[src/rtl/pc_gen_pkg.sv]
// Shared types and constants for the fetch-address generator.
package pc_gen_pkg;

   // Default address width and the address type sized by it
   localparam int unsigned PC_ADDR_W = 32;
   typedef logic [PC_ADDR_W-1:0] pc_addr_t;

   // PC value loaded while reset is asserted
   localparam pc_addr_t PC_RESET_VECTOR = 32'h0000_0000;

   // Fetch FSM encoding
   typedef enum logic [1:0] {
      ST_BOOT      = 2'd0,
      ST_RUN       = 2'd1,
      ST_HALT_PEND = 2'd2,
      ST_HALTED    = 2'd3
   } pc_state_e;

   // Instruction-length steps in bytes
   localparam int unsigned STEP_C = 2;
   localparam int unsigned STEP_I = 4;

endpackage

[src/rtl/pc_ras.sv]
// Circular return-address stack: pushes past full overwrite the oldest entry,
// count saturates at RAS_DEPTH, top is the most recently pushed entry.
module pc_ras
   import pc_gen_pkg::*;
#(
   parameter int unsigned ADDR_W    = PC_ADDR_W,
   parameter int unsigned RAS_DEPTH = 4
) (
   input  logic              clk,
   input  logic              rst,
   input  logic              push_i,
   input  logic              pop_i,       // already qualified with !empty_o
   input  logic              flush_i,     // wins over push and pop
   input  logic [ADDR_W-1:0] push_addr_i,
   output logic [ADDR_W-1:0] top_o,
   output logic              empty_o
);

   localparam int unsigned PTR_W = (RAS_DEPTH > 1) ? $clog2(RAS_DEPTH) : 1;
   localparam int unsigned CNT_W = PTR_W + 1;

   logic [ADDR_W-1:0] mem_q [RAS_DEPTH];
   logic [PTR_W-1:0]  wr_ptr_q, wr_ptr_d;
   logic [PTR_W-1:0]  top_ptr;
   logic [CNT_W-1:0]  cnt_q, cnt_d;

   assign top_ptr = wr_ptr_q - PTR_W'(1);
   assign top_o   = mem_q[top_ptr];
   assign empty_o = (cnt_q == '0);

   // Pointer/count next state; push+pop replaces the top in place
   always_comb begin
      wr_ptr_d = wr_ptr_q;
      cnt_d    = cnt_q;
      if (flush_i) begin
         wr_ptr_d = '0;
         cnt_d    = '0;
      end else if (push_i && pop_i) begin
         wr_ptr_d = wr_ptr_q;
      end else if (push_i) begin
         wr_ptr_d = wr_ptr_q + PTR_W'(1);
         if (cnt_q != CNT_W'(RAS_DEPTH)) cnt_d = cnt_q + CNT_W'(1);
      end else if (pop_i) begin
         wr_ptr_d = top_ptr;
         cnt_d    = cnt_q - CNT_W'(1);
      end
   end

   // Control registers
   always_ff @(posedge clk or posedge rst) begin
      if (rst) begin
         wr_ptr_q <= '0;
         cnt_q    <= '0;
      end else begin
         wr_ptr_q <= wr_ptr_d;
         cnt_q    <= cnt_d;
      end
   end

   // Entry storage, no reset needed: count gates every read that matters
   always_ff @(posedge clk) begin
      if (!flush_i && push_i) begin
         if (pop_i) mem_q[top_ptr]  <= push_addr_i;
         else       mem_q[wr_ptr_q] <= push_addr_i;
      end
   end

endmodule

[src/rtl/pc_gen.sv]
// Fetch-address generator: FSM, next-PC priority mux (trap > redirect >
// RAS pop > sequential), alignment check and request hold while not accepted.
module pc_gen
   import pc_gen_pkg::*;
#(
   parameter int unsigned       ADDR_W       = PC_ADDR_W,
   parameter logic [ADDR_W-1:0] RESET_VECTOR = ADDR_W'(PC_RESET_VECTOR),
   parameter int unsigned       RAS_DEPTH    = 4,
   parameter bit                C_EXT        = 1'b1
) (
   input  logic              clk,
   input  logic              rst,
   output logic              fetch_valid,
   input  logic              fetch_ready,
   output logic [ADDR_W-1:0] fetch_addr,
   input  logic              is_compressed,
   input  logic              stall,
   input  logic              trap_valid,
   input  logic [ADDR_W-1:0] trap_vector,
   input  logic              redirect_valid,
   input  logic [ADDR_W-1:0] redirect_target,
   input  logic              ras_push,
   input  logic [ADDR_W-1:0] ras_push_addr,
   input  logic              ras_pop,
   input  logic              halt_req,
   input  logic              resume,
   output logic              halted,
   output logic              misalign,
   output logic              ras_empty
);

   // Trap vectors are forced onto the legal instruction alignment
   localparam logic [ADDR_W-1:0] ALIGN_MASK = C_EXT ? ~ADDR_W'(1) : ~ADDR_W'(3);

   function automatic logic is_misaligned(input logic [ADDR_W-1:0] a);
      return a[0] | (!C_EXT && a[1]);
   endfunction

   pc_state_e         state_q, state_d;
   logic [ADDR_W-1:0] pc_q, pc_d;
   logic              misalign_q, misalign_d;

   logic              active;
   logic              take_trap, take_redir, take_pop, advance;
   logic [ADDR_W-1:0] step;
   logic [ADDR_W-1:0] ras_top;

   assign fetch_addr = pc_q;
   assign misalign   = misalign_q;

   // Redirect/pop/trap are honoured in every state except the boot cycle
   assign active     = (state_q != ST_BOOT);
   assign take_trap  = active && trap_valid;
   assign take_redir = active && !trap_valid && redirect_valid;
   assign take_pop   = active && !trap_valid && !redirect_valid && ras_pop && !ras_empty;
   assign advance    = fetch_valid && fetch_ready && !stall;
   assign step       = (C_EXT && is_compressed) ? ADDR_W'(STEP_C) : ADDR_W'(STEP_I);

   pc_ras #(
      .ADDR_W    (ADDR_W),
      .RAS_DEPTH (RAS_DEPTH)
   ) u_ras (
      .clk         (clk),
      .rst         (rst),
      .push_i      (ras_push && !take_trap),
      .pop_i       (take_pop),
      .flush_i     (take_trap),
      .push_addr_i (ras_push_addr),
      .top_o       (ras_top),
      .empty_o     (ras_empty)
   );

   // Next-PC priority mux; a misaligned redirect holds the PC and flags it
   always_comb begin
      pc_d       = pc_q;
      misalign_d = 1'b0;
      if (take_trap) begin
         pc_d = trap_vector & ALIGN_MASK;
      end else if (take_redir) begin
         if (is_misaligned(redirect_target)) misalign_d = 1'b1;
         else                                pc_d       = redirect_target;
      end else if (take_pop) begin
         pc_d = ras_top;
      end else if (advance) begin
         pc_d = pc_q + step;
      end
   end

   // FSM next state and state-decoded outputs
   always_comb begin
      state_d     = state_q;
      fetch_valid = 1'b0;
      halted      = 1'b0;
      unique case (state_q)
         ST_BOOT: begin
            state_d = ST_RUN;
         end
         ST_RUN: begin
            fetch_valid = 1'b1;
            // An unaccepted request must complete before halting
            if (halt_req) state_d = fetch_ready ? ST_HALTED : ST_HALT_PEND;
         end
         ST_HALT_PEND: begin
            fetch_valid = 1'b1;
            if (fetch_ready) state_d = ST_HALTED;
         end
         ST_HALTED: begin
            halted = 1'b1;
            if (resume || trap_valid) state_d = ST_RUN;
         end
         default: begin
            state_d = ST_BOOT;
         end
      endcase
   end

   // State, PC and misalign pulse registers
   always_ff @(posedge clk or posedge rst) begin
      if (rst) begin
         state_q    <= ST_BOOT;
         pc_q       <= RESET_VECTOR;
         misalign_q <= 1'b0;
      end else begin
         state_q    <= state_d;
         pc_q       <= pc_d;
         misalign_q <= misalign_d;
      end
   end

endmodule

[config.mk]
export PLATFORM = sky130hd
export DESIGN_NAME = pc_gen
export DESIGN_NICKNAME = d
export VERILOG_FILES = /design/src/rtl/pc_gen_pkg.sv /design/src/rtl/pc_ras.sv /design/src/rtl/pc_gen.sv
export SDC_FILE = /design/constraint.sdc
export NUM_CORES = 1
export LEC_CHECK = 0
export BUFFER_PORTS_ARGS = -buffer_cell sky130_fd_sc_hd__buf_2
export CAP_MARGIN = 20
export CORE_AREA = 8 8 137 114
export CTS_BUF_LIST = sky130_fd_sc_hd__clkbuf_4 sky130_fd_sc_hd__clkbuf_8
export DETAILED_ROUTE_END_ITERATION = 10
export DIE_AREA = 0 0 145 122
export MAX_ROUTING_LAYER = met4
export PLACE_DENSITY = 0.85
export SLEW_MARGIN = 20
export SYNTH_ARGS = -nofsm -noshare
export SYNTH_HDL_FRONTEND = slang
export SYNTH_SLANG_ARGS = --single-unit
[constraint.sdc]
create_clock -name clk -period 8.6 [get_ports clk]
set_input_delay 1.72 -clock clk [delete_from_list [all_inputs] [get_ports clk]]
set_output_delay 1.72 -clock clk [all_outputs]
set_load 0.01 [all_outputs]
; Word-level counts from Yosys, hierarchy flattened
; Memory sizes are Yosys's and may differ from the RTL's.
; Index checks and enable logic that the tools add are counted.
[classes]
muxes = 34
eq_ne = 10
multipliers = 0
magnitude_cmp = 0
reduce_logical = 28
bitwise_logic = 0
shift = 0
addsub = 5
div = 0
[ops]
columns = operator, n
row1 = 2-to-1 mux 32 bit, 6
row2 = adder 32 x 3 -> 32 bit, 1
row3 = OR reduction 32 bit, 1
row4 = 2-to-1 mux 3 bit, 6
row5 = 2-to-1 mux 2 bit, 8
row6 = 2-to-1 mux 1 bit, 13
row7 = logical AND 1 bit, 11
row8 = one-hot mux 2 bit (4 select lines), 1
row9 = != test 2 bit (second input constant), 3
row10 = != test 3 bit (second input constant), 2
row11 = AND reduction 3 bit, 2
row12 = logical NOT 1 bit, 5
row13 = == test 2 bit (second input constant), 2
row14 = AND reduction 2 bit, 2
row15 = nonzero test 4 bit, 1
row16 = adder 3 x 1 -> 3 bit (second input constant), 1
row17 = logical NOT 3 bit, 1
row18 = != test 3 x 2 -> 1 bit (second input constant), 1
row19 = nonzero test 3 bit, 1
row20 = subtractor 3 x 1 -> 3 bit (second input constant), 1
row21 = adder 2 x 1 -> 2 bit (second input constant), 1
row22 = == test 2 x 1 -> 1 bit (second input constant), 1
row23 = logical NOT 2 bit, 1
row24 = != test 2 x 1 -> 1 bit (second input constant), 1
row25 = other kinds (4), 4
[word_totals]
elab_cells = 83
input_bits = 107
latch_bits = 0
rom_bits = 0
mem_count = 1
out_inout_bits = 36
reg_bits = 40
mem_bits_rw = 128
[memory_table]
columns = memory, depth, width, read_ports, rd_ports_with_merged_regs, wr, line
row1 = u_ras.mem_q, 4, 32, 1, 0, 1, pc_ras.sv:22  ; logic [ADDR_W-1:0] mem_q [RAS_DEPTH];

; Longest topological paths before layout
[depth]
ltp_word = 10
mapped_depth = 12

; Hierarchy
; Synthesis repeated with hierarchy kept, for this count alone.
[unflattened]
cells_unflattened = 583
hier_area_um2 = 7998.9
[by_module_without_submodules]
columns = module, instances, cells_per_inst, area_per_inst_um2, seq_area_each_um2
row1 = pc_ras, 1, 218, 5064.9, 3968.8
row2 = pc_gen, 1, 365, 2934.1, 875.8

; Worst setup path before layout
; No wires, ideal clock.
[synth_timing]
path_type = in2reg
from = in trap_valid
to = mem u_ras.mem_q[0][0] (netlist bit), enable pin
t_arrival_ps = 6112
stages = 6
setup_slack_ps = 1986
path_buffers = 2
path_cell_list = buf_2 nor4b_2 nand2_1 clkbuf_1 and2_1 nor4_1
[synth_between]
elab_chain_cells = 10
elab_cells_between_ends = 18
cone_classes = mux: 8 / reduce/logical: 10
[synth_lines]
columns = item, line
row1 = "start, declared", pc_gen.sv:18  ; input logic trap_valid,
row2 = logical NOT 1 bit, pc_gen.sv:55  ; assign take_pop = active && !trap_valid && !redirect_valid && ras_pop && !ras_empty;
row3 = logical AND 1 bit (4 in series), pc_gen.sv:55
row4 = 2-to-1 mux 1 bit, pc_ras.sv:63  ; if (pop_i) mem_q[top_ptr] <= push_addr_i;
row5 = 2-to-1 mux 1 bit, pc_ras.sv:62  ; if (!flush_i && push_i) begin
row6 = 2-to-1 mux 1 bit (not written as such), pc_ras.sv:64  ; else mem_q[wr_ptr_q] <= push_addr_i;
row7 = OR reduction 32 bit (no source line), -
row8 = 2-to-1 mux 2 bit (no source line) / 2-to-1 mux 1 bit (equally long branches), -
row9 = "end, declared", pc_ras.sv:22
; Parallel ways exist; a longest one is shown, timed or not.

; Worst setup path after layout
[layout_timing]
from = in trap_valid
to = mem u_ras.mem_q[1][25] (netlist bit), enable pin
; Same word-level chain as after synthesis.

==> flow_metrics.py <==
metrics = {
    "floorplanning": {
        "die_x_microns": 145,
        "die_y_microns": 122,
        "initial_core_util_pct": 59.89,
        "design.die.area_sq_um": 17690,
        "ios": 143,
        "core-area_sq_um": 13270,
        "rows": 38,
    },
    "clock_network": {
        "postCtsHoldBufs": 0,
        "cts_tree": "built",
        "clk_pin_slew_ns": 0.09,
        "root_buffer": "clkbuf_8",
        "htreeDepth": 4,
        "postCtsSetupBuffers": 0,
        "cts_buffers": 17,
        "cts_resized": 0,
        "cts_max_path_buffers": 2,
        "insertion_delay_ns": 0.46,
        "cts_sinks": 168,
    },
    "placement": {
        "hpwl_mm": 15.35,
        "place_area_sq_um": 8835,
        "post-place-ws_ns": 3.152,
        "place_congestion": 0.9196,
        "port_buffers": 141,
    },
    "routing": {
        "first_pass_iters": 6,
        "wl_per_cell_microns": 24.64,
        "totalWireLength_mm": 22.40,
        "num_vias": 6154,
        "drcViolationCount": 0,
        "drtIter0Drc": 821,
        "detail-route-antenna-nets": 0,
        "routed_via_density": 6.770,
    },
    "finish": {
        "multi_input_area_sq_um": 2900,
        "fillers": 917,
        "stdcell_area_sq_um": 9225,
        "layout-drive-gt1-share_pct": 32.42,
        "regArea_sq_um": 4846,
        "nNetsFinal": 830,
        "area_growth_pct": 16.11,
    },
    "global_routing": {
        "grt_busiest_layer": "met2",
        "antenna_found_initial": 1,
        "grt-ovfl-total": 0,
        "track_usage_pct": 25.95,
        "globalRouteMet1Util_pct": 31.73,
        "grt_pass1_vias": 6272,
        "grt_pass1_wl_mm": 34.05,
        "gr-usage-met3_pct": 7.302,
        "met2_usage_pct": 40.30,
        "grt_max_degree": 41,
    },
    "worst_setup_path": {
        "required_ns": 8.72,
        "end_kind": "register",
        "worst-path-max-fanout": 27,
        "crit_type": "primary input to register",
        "cp-start-kind": "primary input",
        "cp.arrival_ns": 5.21,
    },
    "timing": {
        "setup_viol": 0,
        "fin_crit_sh_pct": 59.10,
        "max_slew_margin_pct": 22.88,
        "setup_ws_ns": 3.518,
        "fin_tns_setup_ns": 0,
        "hold_viol": 0,
        "finalClockSkew_ns": 0.01442,
        "rsz0062_at_grt": "no",
        "timing.fmax_ghz": 0.1968,
        "min_period_ns": 5.082,
        "final_max_slew_viol_count": 0,
        "worst_pin_slew_ns": 1.157,
    },
    "synthesis": {
        "synthTopCellsByArea": "edfxtp_1 (48%), dfrtp_1 (13%), mux4_2 (8.8%)",
        "ys_seq_area_share_pct": 60.98,
        "yosys_warnings": 0,
        "synth_edf_count": 128,
        "synthesis.area_sq_um": 7945,
        "syn_area_per_cell_sq_um": 13.77,
        "ys_ff_latch": 168,
        "synth.most_common_cell": "edfxtp_1",
        "synth_top_area_share_pct": 48.38,
        "synth.distinct_cells": 75,
        "synthCells": 577,
        "yosys-top-cells-count": "edfxtp_1 (128), dfrtp_1 (40), nor2_1 (38)",
        "syn-num-nets": 692,
        "synthArstFlopShare_pct": 23.81,
        "ys.flop_type": "edfxtp_1",
        "synth.largest_area_cell": "edfxtp_1",
    },
    "power_and_ir_drop": {
        "power_leakage_nw": 3.400,
        "worst_ir_drop_vdd_mv": 0.1725,
        "p_per_area_nw_per_um2": 316.3,
    },
    "run": {
        "drv_cap": 0,
    },
    "hold_path": {
        "hold_path_class": "register to register",
    },
    "run_status": {
        "run_status": "completed",
    },
}
==> state kept, by name, indices dropped and copies added (netlist names) <==
name and cells:
u_ras.mem_q 128, fetch_addr 32, u_ras.cnt_q 3, state_q 2, u_ras.wr_ptr_q 2, misalign 1
==> placed cells by master, fill, tap and decap left out, types with 4 or more instances in the layout <==
cell type  count
o31a_1         4
clkbuf_8      18
nand2_1       37
xor2_1         8
or3_1          4
o21ai_0        8
a21oi_1       16
xnor2_1        8
nand3_1        9
a22o_1         4
nor4_1         7
o31ai_1       12
buf_4         12
o22ai_1       14
nor2_1        36
a31oi_1       14
mux2i_1        4
a221oi_1      10
a22oi_1        5
inv_1         16
and3_1         4
mux4_2        31
buf_2        141
ha_1           6
nand4_1        7
a211o_1        4
edfxtp_1     128
nand2b_1       7
a221o_1       10
o21ai_1       10
clkbuf_4       5
nor3_1         9
a211oi_1       9
dfrtp_1       39
==> logic make-up (layout without fill, tap and decap cells) <==
family / Yosys count / after routing / synth area share (%)
DFF: 168 / 168 / 60.98
and+or+nand+nor: 155 / 155 / 10.66
AOI/OAI and AO/OA: 142 / 142 / 12.94
buffers and inverters: 52 / 203 / 2.772
muxes: 36 / 36 / 9.433
xor gates and xnor gates: 16 / 16 / 1.764
adders and majority gates: 8 / 8 / 1.449
other: 0 / 1 / 0
==> worst max-delay path, stage by stage <==
cell	delay (ns)
buf_2	0.16
nor4b_2	0.63
nand2_1	0.85
nor2_1	0.48
mux2i_1	0.14
nor2_2	0.74
buf_4	0.46
==> final cells by class <==
| cell class | instances | area share [%] |
|---|---|---|
| diodes | 1 | 0.02713 |
| clock buffers | 23 | 3.092 |
| clock inverters | 9 | 1.112 |
| inverters | 18 | 0.7324 |
| multi-input cells | 357 | 31.44 |
| flip-flops and latches | 168 | 52.53 |
| well taps | 180 | 2.441 |
| repair buffers | 153 | 8.626 |
==> layer usage <==
| metal | vias to the layer above | part of all wire, % | wire length, microns |
|---|---|---|---|
| li1 | 2596 | - | - |
| met1 | 2985 | 37 | 8272 |
| met2 | 509 | 48 | 10790 |
| met3 | 64 | 12 | 2637 |
| met4 | 0 | 3.1 | 705 |
| met5 | - | 0 | 0 |
==> metrics by stage <==
step	std cells	hold WS [ns]	power [mW]	utilization [%]
floorplan	577	0.5236	1.968	-
global placement	876	0.4907	2.291	66.60
detailed placement	876	0.4876	2.360	66.60
CTS	908	0.5071	2.909	69.52
global route	909	0.5293	3.049	69.54
finish	909	0.5048	2.918	69.54
==> report_power, final <==
| part | internal (mW) | total, mW | switching [mW] |
|---|---|---|---|
| sequential | 1.06 | 1.23 | 0.173 |
| combinational | 0.466 | 1.14 | 0.670 |
| clock | 0.279 | 0.554 | 0.274 |
| total | 1.80 | 2.92 | 1.12 |
==> worst paths after layout <==
kind / from / endpoint / slack [ns] / cells past startpoint
max in group asynchronous: rst / u_ras.wr_ptr_q[0] / 6.82 / 3
min in group asynchronous: rst / fetch_addr[0] / 1.38 / 3
min reg2reg: fetch_addr[0] / fetch_addr[0] / 0.50 / 1
max: trap_valid / u_ras.mem_q[1][25] / 3.52 / 7
min: fetch_addr[0] / fetch_addr[0] / 0.50 / 1
max reg2reg: state_q[0] / u_ras.mem_q[1][25] / 4.11 / 8
Note: power is estimated with default switching activity, not from simulation.
